### src/rtl/i2c_slave_ctrl.sv
// I2C slave protocol controller: oversampled START/STOP/address detection,
// byte shifting, ACK generation and hold-delayed SDA pad control.
module i2c_slave_ctrl #(
  parameter logic [6:0] SLAVE_ADDR = 7'h50,
  parameter int         HOLD_CYC   = 4
) (
  input  logic       CLK,
  input  logic       RST_N,
  input  logic       SCL_IN,
  input  logic       SDA_IN,
  output logic       SDA_OUT,
  input  logic [7:0] TX_DATA,
  output logic       TX_LOAD,
  output logic [7:0] RX_DATA,
  output logic       RX_VALID,
  output logic       ADDR_HIT,
  output logic       RW,
  output logic       BUSY
);

  localparam int HW = (HOLD_CYC > 0) ? $clog2(HOLD_CYC + 1) : 1;
  localparam logic [HW-1:0] HOLD_LD = HW'(HOLD_CYC);

  typedef enum logic [2:0] {
    IDLE, ADDR, ADDR_ACK, WR_BYTE,
    WR_ACK, RD_BYTE, RD_ACK, IGNORE
  } state_t;

  state_t          state;
  logic [2:0]      scl_s, sda_s;
  logic [2:0]      bit_cnt;
  logic            full;
  logic [7:0]      shreg, txsh;
  logic            nack;
  logic            hold_pend, hold_val;
  logic [HW-1:0]   hold_cnt;
  logic            scl_rise, scl_fall, start, stop, match;
  logic            fall_sched, fall_val;

  // Idle bus is high, so syncs reset to 1 to avoid phantom edges
  always_ff @(posedge CLK or negedge RST_N) begin
    if (!RST_N) begin
      scl_s <= 3'b111;
      sda_s <= 3'b111;
    end else begin
      scl_s <= {scl_s[1:0], SCL_IN};
      sda_s <= {sda_s[1:0], SDA_IN};
    end
  end

  assign scl_rise = scl_s[1] & ~scl_s[2];
  assign scl_fall = ~scl_s[1] & scl_s[2];
  assign start    = ~sda_s[1] & sda_s[2] & scl_s[1];
  assign stop     = sda_s[1] & ~sda_s[2] & scl_s[1];
  assign match    = shreg[7:1] == SLAVE_ADDR;

  // Value to present after the current SCL fall, if any
  always_comb begin
    fall_sched = 1'b0;
    fall_val   = 1'b1;
    unique case (state)
      ADDR: begin
        fall_sched = full;
        fall_val   = ~match;
      end
      ADDR_ACK: begin
        fall_sched = 1'b1;
        fall_val   = RW ? TX_DATA[7] : 1'b1;
      end
      WR_BYTE: begin
        fall_sched = full;
        fall_val   = 1'b0;
      end
      WR_ACK: fall_sched = 1'b1;
      RD_BYTE: begin
        fall_sched = 1'b1;
        fall_val   = full ? 1'b1 : txsh[7];
      end
      RD_ACK: begin
        fall_sched = full;
        fall_val   = nack ? 1'b1 : TX_DATA[7];
      end
      default: ;
    endcase
  end

  always_ff @(posedge CLK or negedge RST_N) begin
    if (!RST_N) begin
      state     <= IDLE;
      bit_cnt   <= '0;
      full      <= 1'b0;
      shreg     <= '0;
      txsh      <= '0;
      nack      <= 1'b0;
      hold_pend <= 1'b0;
      hold_val  <= 1'b1;
      hold_cnt  <= '0;
      SDA_OUT   <= 1'b1;
      TX_LOAD   <= 1'b0;
      RX_DATA   <= '0;
      RX_VALID  <= 1'b0;
      ADDR_HIT  <= 1'b0;
      RW        <= 1'b0;
      BUSY      <= 1'b0;
    end else begin
      TX_LOAD  <= 1'b0;
      RX_VALID <= 1'b0;
      ADDR_HIT <= 1'b0;
      if (start || stop) begin
        state     <= start ? ADDR : IDLE;
        BUSY      <= start;
        bit_cnt   <= '0;
        full      <= 1'b0;
        hold_pend <= 1'b0;
        SDA_OUT   <= 1'b1;
      end else begin
        if (hold_pend) begin
          if (hold_cnt == '0) begin
            SDA_OUT   <= hold_val;
            hold_pend <= 1'b0;
          end else begin
            hold_cnt <= hold_cnt - 1'b1;
          end
        end
        if (scl_rise) begin
          unique case (state)
            ADDR, WR_BYTE: begin
              shreg   <= {shreg[6:0], sda_s[1]};
              bit_cnt <= bit_cnt + 1'b1;
              if (bit_cnt == 3'd7) full <= 1'b1;
            end
            RD_BYTE: begin
              bit_cnt <= bit_cnt + 1'b1;
              if (bit_cnt == 3'd7) full <= 1'b1;
            end
            RD_ACK: begin
              nack <= sda_s[1];
              full <= 1'b1;
            end
            default: ;
          endcase
        end else if (scl_fall) begin
          if (fall_sched) begin
            hold_val  <= fall_val;
            hold_cnt  <= HOLD_LD;
            hold_pend <= 1'b1;
          end
          unique case (state)
            ADDR: if (full) begin
              full <= 1'b0;
              if (match) begin
                ADDR_HIT <= 1'b1;
                RW       <= shreg[0];
                state    <= ADDR_ACK;
              end else begin
                state <= IGNORE;
              end
            end
            ADDR_ACK: begin
              bit_cnt <= '0;
              full    <= 1'b0;
              if (RW) begin
                TX_LOAD <= 1'b1;
                txsh    <= {TX_DATA[6:0], 1'b0};
                state   <= RD_BYTE;
              end else begin
                state <= WR_BYTE;
              end
            end
            WR_BYTE: if (full) begin
              full     <= 1'b0;
              RX_DATA  <= shreg;
              RX_VALID <= 1'b1;
              state    <= WR_ACK;
            end
            WR_ACK: state <= WR_BYTE;
            RD_BYTE: begin
              if (full) begin
                full  <= 1'b0;
                state <= RD_ACK;
              end else begin
                txsh <= {txsh[6:0], 1'b0};
              end
            end
            RD_ACK: if (full) begin
              full <= 1'b0;
              if (nack) begin
                state <= IGNORE;
              end else begin
                TX_LOAD <= 1'b1;
                txsh    <= {TX_DATA[6:0], 1'b0};
                bit_cnt <= '0;
                state   <= RD_BYTE;
              end
            end
            default: ;
          endcase
        end
      end
    end
  end

endmodule
### config.mk
export PLATFORM = sky130hd
export DESIGN_NAME = i2c_slave_ctrl
export DESIGN_NICKNAME = d
export VERILOG_FILES = /design/src/rtl/i2c_slave_ctrl.sv
export SDC_FILE = /design/constraint.sdc
export NUM_CORES = 1
export LEC_CHECK = 0
export BUFFER_PORTS_ARGS = -buffer_cell sky130_fd_sc_hd__buf_2
export CORE_ASPECT_RATIO = 0.9
export CORE_MARGIN = 4
export CORE_UTILIZATION = 45
export CTS_CLUSTER_DIAMETER = 30
export DETAILED_ROUTE_END_ITERATION = 7
export SLEW_MARGIN = 5
export SYNTH_ARGS = -nofsm -noshare
export SYNTH_HDL_FRONTEND = slang
export SYNTH_SLANG_ARGS = --single-unit
### constraint.sdc
create_clock -name CLK -period 3.66 [get_ports CLK]
set_input_delay 0.183 -clock CLK [delete_from_list [all_inputs] [get_ports CLK]]
set_output_delay 0.183 -clock CLK [all_outputs]
set_load 0.1 [all_outputs]
# Word-level counts from Yosys, hierarchy flattened
# Index checks and enable logic that the tools add are counted.
dict set report word_totals {
  ff_bits 49
  latchBits 0
  mem_bits_rw 0
  rom_bits 0
  memories 0
}
dict set report op_classes {
  add_sub_neg 2
  multipliers 0
  div 0
  n_lt_le_gt_ge 0
  eq_ne 22
  n_shift 0
  n_mux 67
  bitwise 13
  n_reduce_logical 25
}
# op count
set ops {}
lappend ops {{$mux 3} 20}
lappend ops {{$mux 1} 35}
lappend ops {{$mux 8} 4}
lappend ops {{$pmux 8 s3} 1}
lappend ops {{$pmux 3 s6} 1}
lappend ops {{$eq 3x3->1 const B} 4}
lappend ops {{$ne 3x3->1 const B} 4}
lappend ops {{$reduce_and 5->1} 2}
lappend ops {{$reduce_bool 3->1} 3}
lappend ops {{$reduce_or 3->1} 3}
lappend ops {{$ne 2x2->1 const B} 4}
lappend ops {{$ne 4x2->1 const B} 2}
lappend ops {{$ne 4x4->1 const B} 2}
lappend ops {{$reduce_and 4->1} 2}
lappend ops {{$reduce_and 8->1} 1}
lappend ops {{$eq 7x7->1 const B} 1}
lappend ops {{$not 1->1} 7}
lappend ops {{$reduce_and 7->1} 1}
lappend ops {{$reduce_bool 7->1} 1}
lappend ops {{$and 1x1->1} 6}
lappend ops {{$eq 3x2->1 const B} 2}
lappend ops {{$pmux 1 s2} 3}
lappend ops {{$pmux 3 s2} 1}
lappend ops {{$reduce_and 3->1} 2}
lappend ops {{other kinds (15)} 17}

# Logic depth before layout (Yosys ltp)
dict set report depth {
  ltp_word 7
  depth_mapped 8
}

# Worst setup path after synthesis
# No wires, ideal clock.
dict set report synth_path {
  kind {reg2reg}
  startpoint {register scl_s[2]}
  endpoint {register RX_DATA[0]}
  setup_time_ps 125
  t_arrival_ps 1822
  required_time_ps 3535
  slack_ps 1713
  stages_incl_launch_ff 8
  path_buffers 1
  synth_period_minus_slack_ps 1947
  cell_sequence {dfstp_2 > inv_1 > ha_1 > buf_2 > nor2b_4 > nand2_2 > nor3_4 > mux2_2}
}
dict set report synth_via {
  elab_chain_len 4
}
# element line_no
set synth_lines {}
lappend synth_lines {{start: declaration} 30} ;# logic [2:0] scl_s, sda_s;
lappend synth_lines {{start signal: assignment} 46} ;# scl_s <= {scl_s[1:0], SCL_IN};
lappend synth_lines {{$not 1->1} 51} ;# assign scl_rise = scl_s[1] & ~scl_s[2];
lappend synth_lines {{$and 1x1->1} 51}
lappend synth_lines {{$not 1->1 (no source line)} --}
lappend synth_lines {{$reduce_and 5->1 (no source line) *} --}
lappend synth_lines {{end signal: assignment} 172} ;# RX_DATA <= shreg;
lappend synth_lines {{end: declaration} 14} ;# output logic [7:0] RX_DATA,
# Mark *: on every way between the ends. The rest lies on a longest branch, timed or not.
# A chain may end at the register's enable or synchronous reset.

# Final worst setup path
dict set report layout_path {
  startpoint {register sda_s[1]}
  endpoint {register RX_DATA[0]}
}
dict set report layout_via {
  elab_chain_len 6
}
# element line_no
set layout_lines {}
lappend layout_lines {{start: declaration} 30}
lappend layout_lines {{start signal: assignment} 47} ;# sda_s <= {sda_s[1:0], SDA_IN};
lappend layout_lines {{$not 1->1} 53} ;# assign start = ~sda_s[1] & sda_s[2] & scl_s[1];
lappend layout_lines {{$and 1x1->1 (2 in series)} 53}
lappend layout_lines {{$logic_or 1x1->1 *} 109} ;# if (start || stop) begin
lappend layout_lines {{$not 1->1 (no source line) *} --}
lappend layout_lines {{$reduce_and 5->1 (no source line) *} --}
# Marks and branches as above.

==> impl_metrics.json <==
{
  "outcome": "finished clean",
  "cts.htree.levels": 2,
  "yosysSeqAreaShare_pct": 51.8,
  "yosysUniqueCellTypes": 48,
  "grt_pass1_vias": 1618,
  "maxCapViolations": 0,
  "grt_pass1_wl_um": 7850,
  "antenna_found_initial": 0,
  "skew_ns": 0.00275,
  "rsz0062_at_grt": "no",
  "fmax_mhz": 460,
  "initial_core_util_pct": 47.5,
  "area_growth_pct": 11.2,
  "drc": 0,
  "fin_util_pct": 52.8,
  "crit_type": "reg2reg",
  "multi_input_area_um2": 1030,
  "synth_top_area_share_pct": 42.8,
  "portBuffers": 25,
  "routedWlPerCell_um": 15.0,
  "worstPathCellList": "xor2_1, nand2_1, nand2_2, nor3_4, mux2_2",
  "vdd_drop_max_mv": 0.261,
  "finalHoldViolations": 0,
  "layout.nets": 248,
  "clock-sinks": 48,
  "avgSynthCellArea_um2": 11.5,
  "grt_start_max_net_pins": 49,
  "place_hpwl_um": 3250,
  "ctsRootBufferMaster": "clkbuf_8",
  "dieArea_um2": 6420,
  "synth_seq_cells": 48,
  "clkTransAtPathRegs_ns": 0.08,
  "cts.repair.resized": 0,
  "fillers": 450,
  "synthArstFlopShare_pct": 100,
  "drtPass1Iterations": 4,
  "yosysTopAreaCell": "dfrtp_1",
  "clkPwrFrac_pct": 21.9,
  "cts.path.max_buffers": 2,
  "drive_gt1_share_pct": 31.7,
  "post-cts-setup-buffers": 0,
  "numCtsBuffers": 5,
  "power_frac_seq_pct": 53.1,
  "fin_crit_ns": 2.17,
  "globalplace.congestion": 0.870,
  "synth_area_leaders": "dfrtp_1 43%, mux2_2 9.6%, dfstp_2 9.0%",
  "setup_ws_ns": 1.49,
  "dieWidth_um": 84.0,
  "relSlewSlack_pct": 31.7,
  "clk_latency_ns": 0.29,
  "synth_flop_cell": "dfrtp_1",
  "synth_cells": 204,
  "final_common_cell": "dfrtp_1",
  "arrival_ns": 2.36,
  "vias_per_cell": 5.36,
  "worst-path-max-fanout": 12,
  "synth_edf_count": 0,
  "hp-class": "in2async",
  "p_sw_w": 0.000476,
  "cpPeakStageDelay_ns": 0.60,
  "coreArea_um2": 4920,
  "wl_um": 4420,
  "die_h_um": 76.4,
  "cp-start-kind": "flip-flop",
  "diodes": 0,
  "cp.required_ns": 3.84,
  "rows": 24,
  "ys_warn_count": 0,
  "groute.usage.overall_pct": 15.0,
  "syn-cell-area_um2": 2340,
  "final_antenna_net_count": 0,
  "slew_violations": 0,
  "p_per_area_nw_per_um2": 553,
  "worst_pin_slew_ns": 1.02,
  "synth_nets": 223,
  "swShare_pct": 33.1,
  "setup_viol": 0,
  "layout_common_cells": "40 x dfrtp_1, 25 x buf_2, 20 x mux2_2",
  "power.leakage_nw": 1.25,
  "worst_path_max_delay_cell": "dfstp_2",
  "grt_overflow": 0,
  "num_io_pins": 26,
  "cts_tree": "yes",
  "drt_iter0_markers": 79,
  "critPathCaptureType": "flip-flop",
  "internal_power_w": 0.000964,
  "finalCritPeriodShare_pct": 59.4,
  "combPwrFrac_pct": 25.1,
  "cts_hold_buf": 2,
  "regArea_um2": 1210,
  "finalSetupTns_ns": 0,
  "vias": 1581,
  "pre_cts_slack_ns": 1.46
}
==> metrics by stage <==
| step | cells | total power (W) | hold WS, ns | cell area (µm²) |
|---|---|---|---|---|
| after floorplan | 204 | 0.00105 | -0.113 | 2340 |
| after global placement | 285 | 0.00112 | 0.288 | 2490 |
| after detailed placement | 285 | 0.00114 | 0.289 | 2490 |
| after CTS | 295 | 0.00146 | 0.0934 | 2600 |
| after global routing | 295 | 0.00155 | 0.139 | 2600 |
| final | 295 | 0.00144 | 0.0631 | 2600 |
==> area by class of cell <==
type / instances / share of cell area (%)
clock inverters: 2 / 0.385
inverters: 11 / 1.59
clock buffers: 6 / 3.17
repair buffers: 27 / 5.58
well taps: 65 / 3.12
flip-flops and latches: 48 / 46.5
multi-input cells: 136 / 39.6
==> flip-flops by register name (all words and copies together), names as in the netlist, 3 cells and up <==
register,cells
RX_DATA,8
shreg,8
txsh,7
bit_cnt,3
hold_cnt,3
scl_s,3
sda_s,3
state,3
==> path summary, 6_finish.rpt <==
check,to,slack [ns],start,depth (start not counted)
worst max-delay path,RX_DATA[0]$_DFFE_PN0P_,1.49,sda_s[1]$_DFF_PN1_,5
worst min-delay path,state[0]$_DFFE_PN0P_,0.06,RST_N,1
worst max register to register,RX_DATA[0]$_DFFE_PN0P_,1.49,sda_s[1]$_DFF_PN1_,5
worst min register to register,scl_s[1]$_DFF_PN1_,0.36,scl_s[0]$_DFF_PN1_,0
max in group asynchronous,txsh[6]$_DFFE_PN0P_,2.97,RST_N,1
min in group CLK,txsh[1]$_DFFE_PN0P_,0.14,TX_DATA[0],3
==> routing by layer <==
metal | vias up | track usage, % | part of all wire (%)
met1 | 765 | 19.7 | 47
met3 | 5 | 3.24 | 4.6
met5 | - | 0 | 0
met4 | 0 | 4.82 | 1.2
li1 | 770 | - | -
met2 | 41 | 24.6 | 48
==> synthesized netlist by cell type, types with 2 or more instances <==
master    instances
a211oi_1          2
a21oi_1           8
a22o_1            2
and3b_1           2
buf_2             6
buf_6             2
dfrtp_1          40
dfstp_2           8
ha_1              7
inv_1            10
mux2_2           20
mux2i_1           7
nand2_1          19
nand2b_1          2
nand3_1           6
nand4_1           3
nor2_1           13
nor3_1            5
o211a_1           2
o21a_1            3
o21ai_0           6
o21ai_1           3
o31ai_1           2
or2_2             2
==> worst max-delay path, delay by kind of cell (launching register included) <==
family,cells,cell delay (ns)
and+or+nand+nor,3,0.99
DFF,1,0.60
muxes,1,0.39
xor gates and xnor gates,1,0.08
==> kinds of logic after synthesis <==
kind of cell / Yosys count / share of synthesized area [%]
buffers and inverters: 20 / 4.17
multiplexers: 27 / 12.6
AND/OR/NAND/NOR: 61 / 14.0
XOR/XNOR: 2 / 0.749
AO/OA/AOI/OAI: 39 / 12.9
adder cells (fa/ha/maj): 7 / 3.74
flip-flops: 48 / 51.8
==> power groups by stage <==
stage | clock network (W) | logic [W] | registers, W
after floorplan | 0 | 0.000291 | 0.000756
after global placement | 0 | 0.000353 | 0.000769
after detailed placement | 0 | 0.000362 | 0.000775
after CTS | 0.000325 | 0.000366 | 0.000764
after global routing | 0.000357 | 0.000409 | 0.000783
final | 0.000315 | 0.000361 | 0.000764
(Power assumes the default switching activity.)
